--- config.mk ---
export PLATFORM = sky130hd
export DESIGN_NAME = stream_width_converter
export DESIGN_NICKNAME = d
export VERILOG_FILES = /design/src/rtl/stream_conv_pkg.sv /design/src/rtl/stream_width_converter.sv
export SDC_FILE = /design/constraint.sdc
export NUM_CORES = 1
export LEC_CHECK = 0
export ABC_AREA = 1
export ABC_CLOCK_PERIOD_IN_PS = 3500
export CAP_MARGIN = 20
export CORE_AREA = 2 2 56 58
export DETAILED_ROUTE_END_ITERATION = 7
export DIE_AREA = 0 0 58 60
export PLACE_DENSITY = 0.64
export SYNTH_ARGS = -nofsm -noshare
export SYNTH_HDL_FRONTEND = slang
export SYNTH_SLANG_ARGS = --single-unit
--- constraint.sdc ---
create_clock -name clk -period 3.5 [get_ports clk]
set_clock_uncertainty 0.05 [all_clocks]
set_input_delay 0.875 -clock clk [delete_from_list [all_inputs] [get_ports clk]]
set_output_delay 0.875 -clock clk [all_outputs]
set_load 0.03 [all_outputs]
--- src/rtl/stream_conv_pkg.sv ---
// Shared types and elaboration helpers for the stream width converter.
// Covers mode selection, width ratio, config legality and slot placement within the wide word.
package stream_conv_pkg;

    typedef enum logic [1:0] {
        MODE_PACK   = 2'd0,
        MODE_UNPACK = 2'd1,
        MODE_PASS   = 2'd2
    } conv_mode_e;

    typedef enum logic {
        ST_EMPTY = 1'b0,
        ST_BUSY  = 1'b1
    } unpack_state_e;

    function automatic int conv_ratio(input int in_w, input int out_w);
        int ratio;
        if (in_w >= out_w) begin
            ratio = in_w / out_w;
        end else begin
            ratio = out_w / in_w;
        end
        return ratio;
    endfunction

    function automatic conv_mode_e conv_mode(input int in_w, input int out_w);
        conv_mode_e mode;
        if (in_w < out_w) begin
            mode = MODE_PACK;
        end else if (in_w > out_w) begin
            mode = MODE_UNPACK;
        end else begin
            mode = MODE_PASS;
        end
        return mode;
    endfunction

    function automatic bit conv_legal(input int in_w, input int out_w);
        bit legal;
        if ((in_w < 1) || (out_w < 1)) begin
            legal = 1'b0;
        end else if (in_w >= out_w) begin
            legal = ((in_w % out_w) == 0);
        end else begin
            legal = ((out_w % in_w) == 0);
        end
        return legal;
    endfunction

    // Bit offset of slot idx; slot 0 is the first chunk in time.
    function automatic int slot_lsb(input int idx, input int ratio, input int w, input int msb_first);
        int lsb;
        if (msb_first != 0) begin
            lsb = (ratio - 1 - idx) * w;
        end else begin
            lsb = idx * w;
        end
        return lsb;
    endfunction

endpackage

--- src/rtl/stream_width_converter.sv ---
// Ready/valid width converter: packs narrow chunks into wide words, unpacks wide words, or passes through.
// Optional macro STREAM_WIDTH_CONVERTER_FLUSH_EN adds a flush input that emits a zero-padded partial word (pack mode).
module stream_width_converter
    import stream_conv_pkg::*;
#(
    parameter int IN_W      = 1,
    parameter int OUT_W     = 8,
    parameter int MSB_FIRST = 1
) (
    input  logic             clk,
    input  logic             rst,
    input  logic [IN_W-1:0]  data_in,
    input  logic             data_in_valid,
    output logic             data_in_ready,
    output logic [OUT_W-1:0] data_out,
    output logic             data_out_valid,
    input  logic             data_out_ready
`ifdef STREAM_WIDTH_CONVERTER_FLUSH_EN
    ,
    input  logic             flush
`endif
);

    localparam int               RATIO    = conv_ratio(IN_W, OUT_W);
    localparam conv_mode_e       MODE     = conv_mode(IN_W, OUT_W);
    localparam int               CW       = $clog2(RATIO);
    localparam int               CNT_W    = (CW < 1) ? 1 : CW;
    localparam logic [CNT_W-1:0] LAST_CNT = CNT_W'(RATIO - 1);
    localparam logic [CNT_W-1:0] CNT_ZERO = {CNT_W{1'b0}};
    localparam logic [CNT_W-1:0] CNT_ONE  = CNT_W'(1);

    if (!conv_legal(IN_W, OUT_W)) begin : g_bad_cfg
        $error("stream_width_converter: widths must be equal or integer multiples");
    end

    logic [CNT_W-1:0] cnt_r;
    logic [OUT_W-1:0] data_out_r;
    logic             data_out_valid_r;
    logic             in_ready_s;
    logic             in_fire_s;
    logic             out_fire_s;
    logic             out_free_s;
    logic             flush_s;
    logic             unused_s;

`ifdef STREAM_WIDTH_CONVERTER_FLUSH_EN
    assign flush_s = (MODE == MODE_PACK) ? flush : 1'b0;
`else
    assign flush_s = 1'b0;
`endif

    assign in_fire_s      = data_in_valid && in_ready_s;
    assign out_fire_s     = data_out_valid_r && data_out_ready;
    assign out_free_s     = !data_out_valid_r || data_out_ready;
    assign data_in_ready  = in_ready_s;
    assign data_out       = data_out_r;
    assign data_out_valid = data_out_valid_r;
    assign unused_s       = ^{flush_s, out_free_s, cnt_r, LAST_CNT};

    if (MODE == MODE_PACK) begin : g_pack
        logic [OUT_W-1:0] acc_r;
        logic [OUT_W-1:0] word_s;
        logic             complete_s;
        logic             flush_emit_s;

        // Overlay the accepted chunk onto its slot of the accumulated word.
        always_comb begin
            word_s = acc_r;
            for (int i = 0; i < RATIO; i++) begin
                word_s[slot_lsb(i, RATIO, IN_W, MSB_FIRST) +: IN_W] =
                    (in_fire_s && (cnt_r == CNT_W'(i))) ? data_in
                                                         : acc_r[slot_lsb(i, RATIO, IN_W, MSB_FIRST) +: IN_W];
            end
        end

        // Only the completing chunk waits for the output register; earlier slots keep filling.
        assign in_ready_s   = out_free_s || (cnt_r != LAST_CNT);
        assign complete_s   = in_fire_s && (cnt_r == LAST_CNT);
        assign flush_emit_s = flush_s && out_free_s && ((cnt_r != CNT_ZERO) || in_fire_s);

        // Accumulate chunks and move completed or flushed words into the output register.
        always_ff @(posedge clk) begin
            if (rst) begin
                acc_r            <= {OUT_W{1'b0}};
                cnt_r            <= CNT_ZERO;
                data_out_r       <= {OUT_W{1'b0}};
                data_out_valid_r <= 1'b0;
            end else if (complete_s || flush_emit_s) begin
                acc_r            <= {OUT_W{1'b0}};
                cnt_r            <= CNT_ZERO;
                data_out_r       <= word_s;
                data_out_valid_r <= 1'b1;
            end else begin
                if (out_fire_s) begin
                    data_out_valid_r <= 1'b0;
                end
                if (in_fire_s) begin
                    acc_r <= word_s;
                    cnt_r <= cnt_r + CNT_ONE;
                end
            end
        end
    end else if (MODE == MODE_UNPACK) begin : g_unpack
        unpack_state_e    state_r;
        unpack_state_e    state_next_s;
        logic [IN_W-1:0]  shift_r;
        logic [OUT_W-1:0] first_slice_s;
        logic [OUT_W-1:0] next_slice_s;

        assign in_ready_s = (state_r == ST_EMPTY) || (data_out_ready && (cnt_r == LAST_CNT));

        // Pick the first slice of an incoming word and the slice after cnt of the held word.
        always_comb begin
            first_slice_s = data_in[slot_lsb(0, RATIO, OUT_W, MSB_FIRST) +: OUT_W];
            next_slice_s  = {OUT_W{1'b0}};
            for (int i = 1; i < RATIO; i++) begin
                next_slice_s = (cnt_r == CNT_W'(i - 1)) ? shift_r[slot_lsb(i, RATIO, OUT_W, MSB_FIRST) +: OUT_W]
                                                          : next_slice_s;
            end
        end

        // EMPTY/BUSY next-state decision.
        always_comb begin
            state_next_s = state_r;
            case (state_r)
                ST_EMPTY: begin
                    if (in_fire_s) begin
                        state_next_s = ST_BUSY;
                    end else begin
                        state_next_s = ST_EMPTY;
                    end
                end
                ST_BUSY: begin
                    if (out_fire_s && (cnt_r == LAST_CNT) && !in_fire_s) begin
                        state_next_s = ST_EMPTY;
                    end else begin
                        state_next_s = ST_BUSY;
                    end
                end
                default: state_next_s = ST_EMPTY;
            endcase
        end

        // State register.
        always_ff @(posedge clk) begin
            if (rst) begin
                state_r <= ST_EMPTY;
            end else begin
                state_r <= state_next_s;
            end
        end

        // Load a fresh word, or step to the next slice on each output transfer.
        always_ff @(posedge clk) begin
            if (rst) begin
                shift_r          <= {IN_W{1'b0}};
                cnt_r            <= CNT_ZERO;
                data_out_r       <= {OUT_W{1'b0}};
                data_out_valid_r <= 1'b0;
            end else if (in_fire_s) begin
                shift_r          <= data_in;
                cnt_r            <= CNT_ZERO;
                data_out_r       <= first_slice_s;
                data_out_valid_r <= 1'b1;
            end else if (out_fire_s) begin
                if (cnt_r == LAST_CNT) begin
                    cnt_r            <= CNT_ZERO;
                    data_out_valid_r <= 1'b0;
                end else begin
                    cnt_r      <= cnt_r + CNT_ONE;
                    data_out_r <= next_slice_s;
                end
            end
        end
    end else begin : g_pass
        assign in_ready_s = out_free_s;

        // Single-entry register slice.
        always_ff @(posedge clk) begin
            if (rst) begin
                cnt_r            <= CNT_ZERO;
                data_out_r       <= {OUT_W{1'b0}};
                data_out_valid_r <= 1'b0;
            end else begin
                cnt_r <= CNT_ZERO;
                if (in_fire_s) begin
                    data_out_r       <= OUT_W'(data_in);
                    data_out_valid_r <= 1'b1;
                end else if (out_fire_s) begin
                    data_out_valid_r <= 1'b0;
                end
            end
        end
    end

endmodule

Yosys cells after proc, flatten, opt, wreduce, memory -nomap -nowiden
Index checks and enable logic that the tools add are counted.

Bits in read-only memories: 0. Memories kept: 0. Word-level logic and storage cells: 39. Bits in latches: 0. RAM bits: 0. Output and inout bits: 10. Register bits after elaboration: 20.

Bitwise logic cells: 0. Mux-type cells: 10. Magnitude comparators: 0. Reductions and logical operators: 16. Shift operators: 0. Div/mod/pow operators: 0. $add $sub $neg: 1. Multiply operators: 0. Equal/unequal tests: 8.

Operators by type and width (number): 3-bit == test, second input constant (4); 1-bit logical AND (10); 1-bit two-way mux (10); 3-bit by 2-bit == test with 1-bit output, second input constant (2); 3-bit by 1-bit adder with 3-bit output, second input constant (1); 3-bit by 1-bit == test with 1-bit output, second input constant (1); 3-bit zero test (1); 3-bit != test, second input constant (1); 1-bit logical OR (2); 2-bit nonzero test (1); 2-bit OR reduction (1); 1-bit zero test (1).

Depth between registers and ports, before layout
Gate-level depths: netlist (run 1).

Word-level depth: 6. Mapped depth: 8.

Least setup slack after synthesis (run 1)
OpenSTA, ideal clock, no wires.

Path kind: in2out. Start: input data_out_ready. End: output data_in_ready. Cell stages on the path: 3. Arrival time: 1243 ps. Path slack: 1332 ps. Path through: inv_1 nand3_2 buf_6.

Longest elaborated chain between the ends: 2.

RTL lines: start: declaration (line stream_width_converter.sv:17) `input logic data_out_ready`; 1-bit logical OR (line stream_width_converter.sv:54) `assign out_free_s = !data_out_valid_r || data_out_ready;`; 1-bit logical OR (line stream_width_converter.sv:77) `assign in_ready_s = out_free_s || (cnt_r != LAST_CNT);`; end: declaration (line stream_width_converter.sv:14) `output logic data_in_ready,`.

No other way between the ends.

Worst setup path in the final report (run 1)
Same ends and word-level chain as after synthesis.

==> qor.tcl, run 1 <==
set qor(timing.slew.headroom) 0.624
set qor(cp_slowest_stage_delay_ns) 0.66
set qor(syn-num-nets) 146
set qor(synth_sequential_area_ratio) 0.391
set qor(globalRouteMet2Util) 0.205
set qor(detail-route-antenna-nets) 0
set qor(port_buffers) 14
set qor(drt_iter0_markers) 10
set qor(maxClockFrequency_mhz) 330
set qor(timing_worst_setup_path_type) {in -> out}
set qor(min-delay-path-class) {reg -> reg}
set qor(post_synth.cell_area_avg_um2) 7.21
set qor(crit_path_start_kind) {primary input}
set qor(path_depth) 4
set qor(diodes) 0
set qor(die_y_um) 60
set qor(worst-r2r-cell-count) 7
set qor(cts_h_tree_lvls) 1
set qor(netlist.area_leader.share) 0.391
set qor(drv_slew) 0
set qor(detailedPlacementHpwl_um) 1350
set qor(synth_cells) 135
set qor(die_x_um) 58
set qor(io_pins) 15
set qor(worstPathCellList) {clkdlybuf4s50_1 > inv_1 > nand3_2 > clkdlybuf4s50_1}
set qor(synth_warnings) 0
set qor(clock_tree.buffer_depth) 2
set qor(total_iterations_of_the_first_detailed_routing_run) 4
set qor(critPathMaxFanout) 2
set qor(most-common-layout-cells) {nand2_1 (44), inv_1 (22), dfxtp_1 (19), nand3_1 (14), clkdlybuf4s50_1 (14)}
set qor(critPathArrivalTime_ns) 2.11
set qor(clock-sinks) 19
set qor(routed_wl_um) 1780
set qor(clock_tree.root_cell) {clkbuf_4}
set qor(maxCapViolCount) 0
set qor(yosys_register_bits) 19
set qor(detailed_route_vias_per_instance) 4.37
set qor(synth.largest_area_cell) {dfxtp_1}
set qor(grt_first_pass_wirelength_um) 3190
set qor(rr_startpoint) {cnt_r[0]}
set qor(crit_family) {buffers and inverters}
set qor(drc_errors) 0
set qor(cts_resized) 0
set qor(final_hold_viols) 0
set qor(area.growth.synth_to_final_pct) 17.7
set qor(tritoncts) {done}
set qor(synth_area_um2) 973
set qor(clock_latency_on_the_worst_skew_pair_ns) 0.30
set qor(worst-r2r-setup-slack_ns) 1.83
set qor(finalCritPeriodShare) 0.866
set qor(static_power_due_to_leakage_nw) 0.552
set qor(cts_buffers) 3
set qor(clk_pin_slew_worst_paths_ns) 0.10
set qor(share_of_post_route_cells_with_drive_strength_above_1) 0.107
set qor(coreArea_um2) 2900
set qor(cp_common_cell) {clkdlybuf4s50_1}
set qor(timing.final.setup_violations) 0
set qor(groute.layer.met1.usage) 0.145
set qor(timing.critical_path.to_type) {output port}
set qor(max_slew.worst_pin.slew_ns) 0.562
set qor(globalRouteTotalUtil) 0.119
set qor(first_global_vias) 759
set qor(route.detailed.wl_per_inst_um) 9.76
set qor(yosysUniqueCellTypes) 17
set qor(slowest_stage_cell_on_the_critical_path) {clkdlybuf4s50_1}
set qor(finalNetCount) 161
set qor(quantity_of_hold_fixing_buffers_added_after_cts) 0
set qor(via_count_of_the_routed_design) 796
set qor(gr-total-overflow) 0
set qor(fin_crit_ns) 3.03
set qor(power_density_nw_per_um2) 326
set qor(number_of_antenna_violations_at_the_first_check_in_global_routing) 0
set qor(postCtsSetupBuffers) 0
set qor(synth.top_cells.by_area) {dfxtp_1 (39%), nand2_1 (17%), inv_1 (8.5%)}
set qor(grt_most_used_layer) {met2}
set qor(layout_commonest_cell) {nand2_1}
set qor(rsz_0062_raised_after_global_routing) {false}
set qor(critPathBufInv) 3
set qor(placement_setup_slack_ns) 0.460
set qor(setup-tns-final_ns) 0
set qor(capture_endpoint_of_the_worst_hold_path) {data_out[0]}
set qor(last_weighted_congestion_value_of_the_routability_driven_placer) 0.786
set qor(floorplan.die_area_um2) 3480
set qor(outcome) {finished, final reports clean}
set qor(ir_worst_vdd_mv) 0.154
set qor(worst-endpoint-required_ns) 2.57
set qor(num_rows) 20
set qor(regToRegEndpoint) {data_out[3]}
set qor(grt_max_degree) 17
set qor(timing.hold.worst_path_depth) 2
set qor(worst_slack_ns) 0.468
set qor(min-delay-start) {data_out[0]}
set qor(start_util) 0.335
set qor(met3_usage) 0.0260
## worst reg2reg max path, cell delays in order, from the launching register on
cell and delay [ns]:
dfxtp_1 0.40, ha_1 0.19, ha_1 0.20, nand3_2 0.14
nand2_2 0.30, inv_2 0.15, nand2_1 0.10, nand2_1 0.05
## cell type report
type	count	area [um2]
fillers	311	1760
multi-input cells	88	464
flip-flops and latches	19	380
repair buffers	15	148
inverters	23	86.3
well taps	33	41.3
clock buffers	4	26.3
## cell usage after synthesis
master	count
buf_2	1
nand2_1	44
inv_1	22
a21oi_2	2
nor2_4	1
nor2_1	5
nand3_1	14
nand4_1	7
buf_4	2
buf_6	2
a21oi_1	1
nand2_2	1
ha_1	6
inv_2	1
dfxtp_1	19
nand3_2	2
nor2_2	5
## report_power, final
group,switching [mW],total [mW],internal [mW]
Clock,0.0688,0.113,0.0444
Combinational,0.0240,0.0375,0.0136
Sequential,0.00260,0.223,0.220
Total,0.0954,0.374,0.278
## flip-flops by register name (all words and copies together), names as in the netlist
name,count
data_out_valid,1
g_pack.acc_r,7
data_out,8
cnt_r,3
## how the worst max path moves through the flow
stage	end	slack, ns	from
detailed placement	data_in_ready	0.46	data_out_ready
floorplan	data_in_ready	1.33	data_out_ready
global placement	data_in_ready	0.48	data_out_ready
global route	data_in_ready	0.42	data_out_ready
finish	data_in_ready	0.47	data_out_ready
CTS	data_in_ready	0.46	data_out_ready
## cells by family (layout without fill, tap and decap cells)
group | count (synthesis) | in the layout | share of synthesized area
AO/OA/AOI/OAI | 3 | 3 | 0.0231
flip-flops | 19 | 19 | 0.391
buffers and inverters | 28 | 42 | 0.132
AND/OR/NAND/NOR | 79 | 79 | 0.377
adder cells (fa/ha/maj) | 6 | 6 | 0.0771
## through the flow
step	area, um2	hold WS [ns]	cells	util	power (mW)
after floorplan	973	0.439	135	-	0.257
after global placement	1120	0.381	178	0.386	0.264
after detailed placement	1120	0.384	178	0.386	0.266
after CTS	1150	0.406	182	0.395	0.378
after global routing	1150	0.420	182	0.395	0.394
final	1150	0.400	182	0.395	0.374
## per-layer routing
metal	wire [um]	up-vias	share of wire
met1	852	343	0.48
li1	-	442	-
met2	859	6	0.48
met4	29	0	0.016
met5	0	-	0
met3	35	5	0.020
No activity file was read; power rests on OpenSTA's default activity.
==> run 2: changes to the inputs <==
--- a/config.mk
+++ b/config.mk
@@ -6,7 +6,6 @@
 export NUM_CORES = 1
 export LEC_CHECK = 0
 export ABC_AREA = 1
-export ABC_CLOCK_PERIOD_IN_PS = 3500
 export CAP_MARGIN = 20
 export CORE_AREA = 2 2 56 58
 export DETAILED_ROUTE_END_ITERATION = 7
==> results of run 2 <==
No change in the layout: final DEF, timing and power equal those of run 1.
==> run 3: changes to the inputs <==
--- a/config.mk
+++ b/config.mk
@@ -11,6 +11,7 @@
 export DETAILED_ROUTE_END_ITERATION = 7
 export DIE_AREA = 0 0 58 60
 export PLACE_DENSITY = 0.64
+export SLEW_MARGIN = 15
 export SYNTH_ARGS = -nofsm -noshare
 export SYNTH_HDL_FRONTEND = slang
 export SYNTH_SLANG_ARGS = --single-unit
==> results of run 3 <==
No change in the layout: final DEF, timing and power equal those of run 1.
==> variant 1: new RTL, flow settings as in run 3 <==
Build with the macro `STREAM_WIDTH_CONVERTER_FLUSH_EN` defined.
--- a/src/rtl/stream_width_converter.sv
+++ b/src/rtl/stream_width_converter.sv
@@ -2,2 +2,4 @@
 // Optional macro STREAM_WIDTH_CONVERTER_FLUSH_EN adds a flush input that emits a zero-padded partial word (pack mode).
+`define STREAM_WIDTH_CONVERTER_FLUSH_EN
+
 module stream_width_converter
Interface: changed (added flush); port bits go from 15 to 16. The function was not compared with the original's and may differ.
==> variant 1 against run 3 <==
  * Power increased by 7.0%
  * Combinational power is 51% higher
  * Core utilization increased by 2.2 points
  * Final area is 5.7% higher
  * Die area is the same
  * First-iteration DRC count did not move
  * Sequential cell count grew 1
  * Setup slack worse by 29 ps
  * Area after synthesis rose by 5.5%
  * Routed wire length increased by 1.0%
  * Largest cell class unchanged
==> variant 1: results (changes against run 3) <==
status complete, no violations; WL final 1.795 mm (+1.0%); DR WL/cell 10.44 um (+6.9%); nets 153 (-5.0%); Async SR Flop Fraction 0 (unchanged); 1st-iter DRT viols 10 (unchanged); Period minus WS final 3061 ps (+29.20 ps); reg-to-reg slack, setup 1760 ps (-70 ps); largest net degree at the start of global routing 12 (-5); via count 799 (+0.38%); maximum VDD drop 0.1561 mV (+1.6%); Placement Setup Slack 440.4 ps (-20.03 ps); all-layer global routing usage 0.1129 (-0.006556); Worst EP arrival 2140 ps (+30 ps); H-tree depth 1 (unchanged); placed cell count 169 (-5.1%); CP max stage delay 680 ps (+20 ps); share of layout cells above drive strength 1 0.1727 (+0.06528); RD Place Congestion 0.7178 (-8.6%); most frequent cells after synthesis 30 x nand2_1, 20 x dfxtp_1, 18 x nand3_1; hold crit path type reg -> reg; Detailed Place HPWL 1.404 mm (+3.9%); synth top area cells dfxtp_1 39%, nand2_1 11%, nand3_1 8.8%, ha_1 7.3%, nor2b_2 5.1%; port bufs 15 (+1); Syn Inst Count 124 (-8.1%); wl on met1 863 um (+1.3%); DR WL met3 55 um (+57%); dpl cell area 1189 um2 (+6.1%); Hold Crit Start data_out[3]$_SDFFE_PP0P_; Worst R2R Start cnt_r[2]$_SDFFE_PP0P_; Syn Nets 136 (-6.8%); met2 wire len 857 um (-0.23%); Leak Pwr 0.5012 nW (-9.3%); Least-Margin Pin Slew 454.7 ps (-107.7 ps); number of global-route vias before repair 709 (-6.6%); first-pass GRT wire length 3.015 mm (-5.6%); multi-input logic area 540.5 um2 (+16%); Filler cells 286 (-8.0%); Yosys warnings 0 (unchanged); Synth cell types 20 (+3); Final Hold Slack 428.1 ps (+27.75 ps); Seq/Total Area, Yosys 0.3898 (-0.0009769)
==> variant 1: changes by cell type after synthesis, moves of 3 or more <==
cell / run 3 / this run
nor2b_2: 0 / 6
nor2_2: 5 / 1
nand2_1: 44 / 30
nor2_1: 5 / 2
nand4_1: 7 / 0
nand2_4: 0 / 4
o21ai_1: 0 / 3
o21ai_0: 0 / 7
nand3_1: 14 / 18
inv_1: 22 / 12
==> variant 1: area by class of cell <==
type / count / share of cell area
timing repair buffer: 16 / 0.1302
sequential: 20 / 0.3306
tap: 33 / 0.03409
clock buffer: 3 / 0.01860
inverter: 13 / 0.04029
multi-input combinational: 87 / 0.4463
==> variant 1: worst paths after layout <==
path | end | cells after the start
max reg2reg | cnt_r[0]$_SDFFE_PP0P_ | 8
max | data_in_ready | 4
min | data_out[3]$_SDFFE_PP0P_ | 2
min reg2reg | data_out[3]$_SDFFE_PP0P_ | 2
==> variant 1: cell families after synthesis <==
logic type,share of synthesized area
compound gates,0.07430
flops,0.3898
simple gates,0.3788
fa+ha+maj,0.07308
buf+inv,0.08403
==> variant 1: power breakdown <==
part | total [mW] | leakage [nW] | switching [mW] | internal (mW)
registers | 0.235 | 0.162 | 0.00291 | 0.232
logic | 0.0567 | 0.326 | 0.0361 | 0.0206
clock network | 0.108 | 0.0138 | 0.0683 | 0.0401
==> variant 1: layer usage <==
layer  track usage  vias to the layer above
met5             0                        -
met4       0.03987                        0
met1        0.1457                      359
met2        0.1818                        9
li1              -                      428
met3       0.03030                        3
==> variant 1: tightest hold or removal path, cell delays in order (launching register included) <==
cell	delay (ps)
dfxtp_1	330
nand3_1	70
nand2_1	50
==> variant 2: new RTL, settings of run 3 <==
Without the edit above. Make the reset (`rst`) asynchronous in 4 clocked blocks.
--- a/src/rtl/stream_width_converter.sv
+++ b/src/rtl/stream_width_converter.sv
@@ -81,3 +81,3 @@
         // Accumulate chunks and move completed or flushed words into the output register.
-        always_ff @(posedge clk) begin
+        always_ff @(posedge clk or posedge rst) begin
             if (rst) begin
@@ -144,3 +144,3 @@
         // State register.
-        always_ff @(posedge clk) begin
+        always_ff @(posedge clk or posedge rst) begin
             if (rst) begin
@@ -153,3 +153,3 @@
         // Load a fresh word, or step to the next slice on each output transfer.
-        always_ff @(posedge clk) begin
+        always_ff @(posedge clk or posedge rst) begin
             if (rst) begin
@@ -178,3 +178,3 @@
         // Single-entry register slice.
-        always_ff @(posedge clk) begin
+        always_ff @(posedge clk or posedge rst) begin
             if (rst) begin
Function: differs if rst is asserted again (counterexample within 10 cycles, from zero or initial values and one cycle with rst high); with rst held inactive, the same outputs for 10 cycles.
==> variant 2 against run 3 <==
  * Sequential share of layout area grew 4.5 points
  * Routed wire length grew 11%
  * Largest cell class unchanged
  * Die area is the same
  * Hold slack gained 37 ps
  * Count of clock-buffer cells in the layout is the same
  * Sequential cell count is the same
  * Final cell count shrank 4.4%
  * Final area grew 9.9%
  * Setup slack lost 40 ps
  * Via count grew 0.13%
  * Critical path depth is the same
  * Area after synthesis grew 12%
  * Register-to-register slack lost 110 ps
Power is not compared: it rests on default switching activity, and its combinational part moved more than twofold at a synthesized area within 25%.
==> variant 2: results (changes against run 3) <==
nets 153 (-5.0%); most frequent cells after synthesis 36 x nand2_1, 19 x dfrtp_1, 18 x inv_1; critical path's slowest cell clkdlybuf4s50_1; Logic pwr share 0.483; Relative slew margins 0.5138 (-0.1101); clock transition at the registers of the reported paths approximately 110 ps; met2 wire len 1.011 mm (+18%); Hold Crit Start data_out[7]$_DFFE_PP0P_; dpl cell area 1234 um2 (+10%); DR WL/cell 11.30 um (+16%); RD Place Congestion 0.7481 (-4.8%); port bufs 14 (unchanged); Global Route met3 Usage 0.01948 (-0.006494); largest net degree at the start of global routing 20 (+3); Detailed Place HPWL 1.364 mm (+0.92%); GR Layer Usage met1 0.1646 (+0.01991); Crit Path Max Fanout 2 (unchanged); Min-Delay Path Depth 2 (unchanged); met2 Use GR 0.2419 (+0.03734); DR WL met3 53 um (+51%); Setup Buffers After CTS 0 (unchanged); Placement Setup Slack 421.1 ps (-39.36 ps); worst r2r path cells 6 (-1); Most used DFF post-synth dfrtp_1; final setup margin 428.6 ps (-39.82 ps); first-pass GRT wire length 3.519 mm (+10%); 1st-iter DRT viols 23 (+13); share of layout cells above drive strength 1 0.1560 (+0.04865); wl on met1 889 um (+4.3%); Syn Nets 138 (-5.5%); synth top area cells dfrtp_1 43%, nand2_1 12%, nand4_2 8.0%, ha_1 6.9%, inv_1 6.2%; via count 797 (+0.13%); number of global-route vias before repair 747 (-1.6%); Leak Pwr 0.6872 nW; status complete, no violations; Crit. Startpoint data_out_ready; maximum VDD drop 0.4016 mV; WHS Endpoint data_out[7]$_DFFE_PP0P_; Yosys warnings 0 (unchanged); Sw Pwr a little under 400 uW; drt pass-1 iters 4 (unchanged); reg-to-reg slack, setup 1720 ps (-110 ps); Worst EP arrival 2150 ps (+40 ps); all-layer global routing usage 0.1351 (+0.01570); RR Endpoint cnt_r[0]$_DFFE_PP0P_; Synth cell types 18 (+1); Async SR Flop Fraction 1.000 (+1.000); CP max stage delay between 600 and 700 ps; Worst R2R Start cnt_r[0]$_DFFE_PP0P_; CTS Buffer Depth 2 (unchanged); Seq/Total Area, Yosys 0.4343 (+0.04354)
[variant 2: cell count changes in the layout (fill, tap and decap cells not counted), sizes merged]
cell and delta:
dfxtp -19, a21oi -2, dfrtp +19, buf +1
inv -3, o21ai +3, nand2 -7
[variant 2: cell families after synthesis]
family	synth area share
AOI/OAI and AO/OA	0.01828
adders and majority gates	0.06857
buffers and inverters	0.1211
DFF	0.4343
and+or+nand+nor	0.3577
[variant 2: critical path: cells and delay by family]
family        cells  cell delay, ps
buf+inv           3            1190
simple gates      1              70
[variant 2: layout make-up]
type / instances / area, um2
inverter: 20 / 75.07
clock buffer: 4 / 26.28
fill: 293 / 1643
sequential: 19 / 475.5
tap: 33 / 41.29
multi-input combinational: 82 / 486.7
timing repair buffer: 16 / 155.1
[variant 2: per-stage QoR]
step,total power [mW],hold slack [ps],instances
2_1_floorplan,0.7115,457.2,127
3_3_place_gp,0.8230,411.5,170
3_5_place_dp,0.8372,414.4,170
5_1_grt,1.028,466.9,174
6_report,0.9400,436.9,174
4_1_cts,0.9546,443.3,174
